### src/rtl/fwd_pkg.sv
// Shared types and helpers for the operand forwarding / load-use hazard unit.
package fwd_pkg;

    // Select encoding for the EX-stage operand mux; 2'd3 is reserved and muxes as HELD.
    typedef enum logic [1:0] {
        FWD_HELD  = 2'd0,
        FWD_EXMEM = 2'd1,
        FWD_MEMWB = 2'd2
    } fwd_sel_e;

    typedef enum logic {
        ST_RUN   = 1'b0,
        ST_STALL = 1'b1
    } fwd_state_e;

    function automatic int clog2(input int value);
        int r;
        int v;
        r = 0;
        v = value - 1;
        for (int i = 0; i < 32; i++) begin
            if (v > 0) begin
                r = r + 1;
                v = v >> 1;
            end
        end
        return r;
    endfunction

    // The stall down-counter needs at least one bit even when LOAD_STALL = 1.
    function automatic int cnt_width(input int load_stall);
        return (clog2(load_stall) < 1) ? 1 : clog2(load_stall);
    endfunction

endpackage

### src/rtl/fwd_src_lane.sv
// One source-operand lane: ID-stage forwarding decision, registered select/held
// operand, and the EX-stage operand mux.
module fwd_src_lane
    import fwd_pkg::*;
#(
    parameter int DATA_W      = 32,
    parameter int REG_AW      = 5,
    parameter int ZERO_REG_EN = 1
) (
    input  logic              CLOCK,
    input  logic              RESET,
    input  logic              id_valid,
    input  logic [REG_AW-1:0] src_reg,
    input  logic [DATA_W-1:0] src_value,
    input  logic [REG_AW-1:0] idex_regd,
    input  logic              idex_regwrite,
    input  logic              idex_memread,
    input  logic [REG_AW-1:0] exmem_regd,
    input  logic              exmem_regwrite,
    input  logic [DATA_W-1:0] exmem_value,
    input  logic [REG_AW-1:0] memwb_regd,
    input  logic              memwb_regwrite,
    input  logic [DATA_W-1:0] memwb_value,
    input  logic              stall,
    output logic              hazard,
    output logic [DATA_W-1:0] fwd_out,
    output logic [1:0]        sel
);

    logic              src_zero;
    logic              idex_hit;
    logic              exmem_hit;
    logic              memwb_hit;
    fwd_sel_e          sel_next;
    fwd_sel_e          sel_q;
    logic [DATA_W-1:0] held_next;
    logic [DATA_W-1:0] held_q;

    assign src_zero  = (ZERO_REG_EN != 0) && (src_reg == '0);
    assign idex_hit  = idex_regwrite  && (idex_regd  == src_reg) && !src_zero;
    assign exmem_hit = exmem_regwrite && (exmem_regd == src_reg) && !src_zero;
    assign memwb_hit = memwb_regwrite && (memwb_regd == src_reg) && !src_zero;

    // Newest producer wins; a WB result is captured now because it leaves the pipe next cycle.
    always_comb begin
        sel_next  = FWD_HELD;
        held_next = src_value;
        hazard    = 1'b0;
        if (id_valid) begin
            if (src_zero) begin
                held_next = '0;
            end else if (idex_hit && idex_memread) begin
                hazard    = 1'b1;
                held_next = '0;
            end else if (idex_hit) begin
                sel_next = FWD_EXMEM;
            end else if (exmem_hit) begin
                sel_next = FWD_MEMWB;
            end else if (memwb_hit) begin
                held_next = memwb_value;
            end
        end
    end

    always_ff @(posedge CLOCK) begin
        if (RESET) begin
            sel_q  <= FWD_HELD;
            held_q <= '0;
        end else if (stall) begin
            sel_q  <= FWD_HELD;
            held_q <= '0;
        end else begin
            sel_q  <= sel_next;
            held_q <= held_next;
        end
    end

    always_comb begin
        case (sel_q)
            FWD_EXMEM: fwd_out = exmem_value;
            FWD_MEMWB: fwd_out = memwb_value;
            default:   fwd_out = held_q;
        endcase
    end

    assign sel = sel_q;

endmodule

### src/rtl/forward_hazard_unit.sv
// Operand forwarding and load-use stall control for the 5-stage pipeline:
// per-lane decisions made in ID, registered into EX, plus the stall sequencer.
//
//   state    | meaning
//   ---------+------------------------------------------------------------
//   ST_RUN   | normal issue; Stall follows the load-use hazard of any lane
//   ST_STALL | extra stall cycles of a multi-cycle load-use stall (cnt down)
module forward_hazard_unit
    import fwd_pkg::*;
#(
    parameter int DATA_W      = 32,
    parameter int REG_AW      = 5,
    parameter int NUM_SRC     = 2,
    parameter int LOAD_STALL  = 1,
    parameter int ZERO_REG_EN = 1
) (
    input  logic                      CLOCK,
    input  logic                      RESET,
    input  logic                      ID_Valid,
    input  logic [NUM_SRC*REG_AW-1:0] ID_SrcReg,
    input  logic [NUM_SRC*DATA_W-1:0] ID_SrcValue,
    input  logic [REG_AW-1:0]         IDEX_RegD,
    input  logic                      IDEX_RegWrite,
    input  logic                      IDEX_MemRead,
    input  logic [REG_AW-1:0]         EXMEM_RegD,
    input  logic                      EXMEM_RegWrite,
    input  logic [DATA_W-1:0]         EXMEM_RegD_Value,
    input  logic [REG_AW-1:0]         MEMWB_RegD,
    input  logic                      MEMWB_RegWrite,
    input  logic [DATA_W-1:0]         MEMWB_RegD_Value,
    output logic [NUM_SRC*DATA_W-1:0] Forward_Out,
    output logic [NUM_SRC*2-1:0]      Forward_Sel,
    output logic                      Stall,
    output logic                      Bubble
);

    localparam int CNT_W = cnt_width(LOAD_STALL);
    // The RUN-state cycle that detects the hazard is the first stall cycle.
    localparam logic [CNT_W-1:0] CNT_INIT = CNT_W'((LOAD_STALL > 1) ? LOAD_STALL - 2 : 0);

    logic [NUM_SRC-1:0] lane_hazard;
    logic               hazard_any;
    fwd_state_e         state;
    fwd_state_e         state_next;
    logic [CNT_W-1:0]   cnt;
    logic [CNT_W-1:0]   cnt_next;

    for (genvar i = 0; i < NUM_SRC; i++) begin : g_lane
        fwd_src_lane #(
            .DATA_W      (DATA_W),
            .REG_AW      (REG_AW),
            .ZERO_REG_EN (ZERO_REG_EN)
        ) u_lane (
            .CLOCK          (CLOCK),
            .RESET          (RESET),
            .id_valid       (ID_Valid),
            .src_reg        (ID_SrcReg[i*REG_AW +: REG_AW]),
            .src_value      (ID_SrcValue[i*DATA_W +: DATA_W]),
            .idex_regd      (IDEX_RegD),
            .idex_regwrite  (IDEX_RegWrite),
            .idex_memread   (IDEX_MemRead),
            .exmem_regd     (EXMEM_RegD),
            .exmem_regwrite (EXMEM_RegWrite),
            .exmem_value    (EXMEM_RegD_Value),
            .memwb_regd     (MEMWB_RegD),
            .memwb_regwrite (MEMWB_RegWrite),
            .memwb_value    (MEMWB_RegD_Value),
            .stall          (Stall),
            .hazard         (lane_hazard[i]),
            .fwd_out        (Forward_Out[i*DATA_W +: DATA_W]),
            .sel            (Forward_Sel[i*2 +: 2])
        );
    end

    assign hazard_any = |lane_hazard;

    always_ff @(posedge CLOCK) begin
        if (RESET) begin
            state <= ST_RUN;
            cnt   <= '0;
        end else begin
            state <= state_next;
            cnt   <= cnt_next;
        end
    end

    always_comb begin
        state_next = state;
        cnt_next   = cnt;
        case (state)
            ST_RUN: begin
                if (hazard_any && (LOAD_STALL > 1)) begin
                    state_next = ST_STALL;
                    cnt_next   = CNT_INIT;
                end
            end
            ST_STALL: begin
                if (cnt == '0) begin
                    state_next = ST_RUN;
                end else begin
                    cnt_next = cnt - 1'b1;
                end
            end
            default: begin
                state_next = ST_RUN;
                cnt_next   = '0;
            end
        endcase
    end

    always_comb begin
        Stall = 1'b0;
        if (!RESET) begin
            case (state)
                ST_RUN:   Stall = hazard_any;
                ST_STALL: Stall = 1'b1;
                default:  Stall = 1'b0;
            endcase
        end
    end

    always_ff @(posedge CLOCK) begin
        if (RESET) begin
            Bubble <= 1'b0;
        end else begin
            Bubble <= Stall;
        end
    end

endmodule

### config.mk
export PLATFORM = sky130hd
export DESIGN_NAME = forward_hazard_unit
export DESIGN_NICKNAME = d
export VERILOG_FILES = /design/src/rtl/fwd_pkg.sv /design/src/rtl/fwd_src_lane.sv /design/src/rtl/forward_hazard_unit.sv
export SDC_FILE = /design/constraint.sdc
export NUM_CORES = 1
export LEC_CHECK = 0
export ABC_CLOCK_PERIOD_IN_PS = 2390
export BUFFER_PORTS_ARGS = -buffer_cell sky130_fd_sc_hd__buf_2
export CAP_MARGIN = 20
export CELL_PAD_IN_SITES_DETAIL_PLACEMENT = 0
export CELL_PAD_IN_SITES_GLOBAL_PLACEMENT = 1
export CORE_UTILIZATION = 32
export CTS_CLUSTER_SIZE = 12
export DETAILED_ROUTE_END_ITERATION = 10
export GPL_ROUTABILITY_DRIVEN = 0
export PLACE_DENSITY_LB_ADDON = 0.1
export SLEW_MARGIN = 10
export SYNTH_ARGS = -nofsm -noshare
export SYNTH_HDL_FRONTEND = slang
export SYNTH_SLANG_ARGS = --single-unit
### constraint.sdc
create_clock -name CLOCK -period 2.39 [get_ports CLOCK]
set_clock_uncertainty 0.1 [all_clocks]
set_input_delay 0.1195 -clock CLOCK [delete_from_list [all_inputs] [get_ports CLOCK]]
set_output_delay 0.1195 -clock CLOCK [all_outputs]
set_load 0.02 [all_outputs]
==> impl_metrics.yaml <==
worst_setup_path:
  cpPeakStageDelay_ps: 560
  critPathKind: "input port to flop"
  cp-end-kind: "flop"
  cp_max_fo: 11
  critical_path_arrival_ps: 2450
  cp.required_ps: 2560
  startpoint_type: "input port"
  cp_cell_sequence: "dlygate4sd3_1 > buf_2 > and2_1 > o21a_1 > a31oi_4 > o311ai_4 > o22ai_2 > dlygate4sd3_1"
  cpMaxStageDelayCell: "dlygate4sd3_1"
  crit_path_frequent_cell: "dlygate4sd3_1"
cells_and_area:
  area_growth_pct: 61.2
  antenna_cells: 0
  fin_util: 0.536
  drive_above_1_share: 0.345
  instances_no_fill: 1087
  final_nets: 1072
sta:
  tns_ps: 0
  max_freq_mhz: 439
  slew_viol_final: 0
  worst_slew_pin_slew_ps: 726
  rsz0062_at_grt: "false"
  max_slew_margin: 0.515
  setup_viol: 0
  fin_ws_ps: 112
  report.final.hold_viol_count: 0
  min_period_over_period: 0.953
  period_needed_ps: 2280
yosys:
  yosysSeqAreaShare: 0.309
  syn_area_per_cell_sq_um: 7.60
  syn_nets: 752
  async_flop_share: 0
  yosys_most_used_dff: "dfxtp_1"
  synth.largest_area_cell: "dfxtp_1"
  synth-edff-count: 0
  synth_warnings: 0
  synth_area_leaders: "dfxtp_1 (31%), nand2_1 (11%), a22oi_1 (11%)"
  synth-seq-cells: 69
  yosysTopAreaCellShare: 0.309
  syn_inst: 588
  synth_cell_type_count: 41
  synth_area_sq_mm: 0.00447
floorplan:
  dieArea_sq_mm: 0.0144
  core_sq_mm: 0.0135
  start_util: 0.332
  fp.dieW_um: 120
  io_pins: 230
  die_h_um: 120
  fp-row-count: 42
cts:
  clockRootBuffer: "clkbuf_16"
  path_clk_slew_ps: 50
  cts_tree: "built"
  cts_buffers: 9
  cts.sinks: 69
  clockBufferDepth: 2
  htreeDepth: 3
routing:
  drc_errors: 0
  antenna_left: 0
  first_iter_violations: 372
  wl_per_cell_um: 16.8
  vias_per_cell: 5.18
  totalWireLength_mm: 18.3
  dr.pass1.iters: 5
  vias: 5628
min_path:
  min-delay-path-class: "input port to flop"
  min_from: "MEMWB_RegD_Value[23]"
  hold_end: "g_lane[0].u_lane.held_q[23]"
  holdPathStages: 3
global_routing:
  grt_pass1_vias: 5579
  grt_pass1_wl_mm: 28.0
  antenna_found_initial: 0
  use_met2: 0.436
  track_usage: 0.247
  met3_usage: 0.0410
  busiest_layer: "met2"
  grt_max_degree: 65
  grt_overflow_total: 0
  use_met1: 0.308
placement:
  placed_cells: 965
  numPortBuffers: 229
  dp_slack_ps: 97.7
  dpl.hpwl_mm: 12.4
run:
  cap_violations: 0
pwr:
  power_per_cell_area_mw_per_mm2: 465
  totalPowerFinal_mw: 3.35
  ir_worst_vdd_uv: 226
  p_leak_nw: 3.27
outcome:
  status: "completed"
-- state kept, by name (all words and copies together) (netlist names) --
register / cells
Bubble: 1
g_lane.u_lane.held_q: 64
g_lane.u_lane.sel: 4
-- worst max-delay path: cells and delay by family --
family | cells | cell delay [ps]
buffers and inverters | 3 | 1240
and+or+nand+nor | 1 | 200
AOI/OAI and AO/OA | 4 | 880
-- final cells by class --
| type | count | area (sq um) |
|---|---|---|
| clock buffers | 12 | 246 |
| clock inverters | 2 | 35.0 |
| fillers | 1345 | 6250 |
| inverters | 37 | 139 |
| multi-input cells | 429 | 2740 |
| flip-flops and latches | 69 | 1380 |
| well taps | 176 | 220 |
| repair buffers | 362 | 2450 |
-- synthesized netlist by cell type, drive strengths merged (2+ instances only) --
cell and n:
nand2 131, o21ai 96, dfxtp 69, a22oi 64, clkbuf 38, inv 37
nand4 37, o22ai 32, xnor2 18, buf 15, xor2 12, ha 4
nor2 4, nor3 4, a21boi 2, a31oi 2, and4 2, nand3 2
nor2b 2, nor4 2
-- per-stage QoR --
| step | hold slack, ps | cell area [sq um] |
|---|---|---|
| after global placement | 262 | 5850 |
| after detailed placement | 269 | 5850 |
| final | 24.9 | 7210 |
| after global routing | 26.0 | 7210 |
| after floorplan | 98.0 | 4470 |
| after CTS | 5.06 | 7170 |
-- cells in the final DEF, fill, tap and decap left out, types with 3 or more instances in the layout --
cell           instances
a22oi_1               64
buf_12                 3
buf_2                229
buf_4                 25
clkbuf_16              9
dfxtp_1               69
dlygate4sd3_1        104
inv_1                 37
nand2_1              131
nand4_1               37
nor2_1                 4
nor3_1                 4
o21ai_0               90
o21ai_1                6
o22ai_2               31
xnor2_1               18
xor2_1                12
-- repair_timing --
| item | CTS | global route |
|---|---|---|
| endpoints found under the hold margin | 67 | 0 |
| setup buffers | 0 | 4 |
| hold buffers | 104 | 0 |
| endpoints found under the setup margin | 0 | 8 |
| gates resized for setup | 0 | 1 |
-- kinds of logic (layout without fill, tap and decap cells) --
logic type	Yosys count	after routing	share of synthesized area
AO/OA/AOI/OAI	204	204	0.335
buffers and inverters	90	413	0.0918
AND/OR/NAND/NOR	191	191	0.194
flip-flops	69	69	0.309
XOR/XNOR	30	30	0.0588
adder cells (fa/ha/maj)	4	4	0.0112
-- worst max path at each step --
stage | start | to | slack, ps | cells after the start
after CTS | ID_SrcReg[5] | g_lane[1].u_lane.held_q[11] | 40 | 7
after global placement | ID_SrcReg[5] | g_lane[1].u_lane.held_q[6] | 120 | 7
final | IDEX_MemRead | g_lane[1].u_lane.held_q[11] | 110 | 8
after global routing | IDEX_MemRead | g_lane[1].u_lane.held_q[12] | 5 | 8
after detailed placement | ID_SrcReg[5] | g_lane[1].u_lane.held_q[2] | 100 | 7
after floorplan | g_lane[0].u_lane.sel[0] | Forward_Out[23] | 520 | 5
-- power by group --
| part | total (mW) | switching, mW | internal, mW |
|---|---|---|---|
| Clock | 1.29 | 0.467 | 0.823 |
| Sequential | 1.24 | 0.0173 | 1.22 |
| Combinational | 0.826 | 0.433 | 0.393 |
-- metal layers --
metal | part of all wire | vias to the layer above
li1 | - | 2730
met1 | 0.43 | 2639
met2 | 0.49 | 251
met3 | 0.073 | 8
met4 | 0.0077 | 0
met5 | 0 | -
Note: power is estimated with default switching activity, not from simulation.
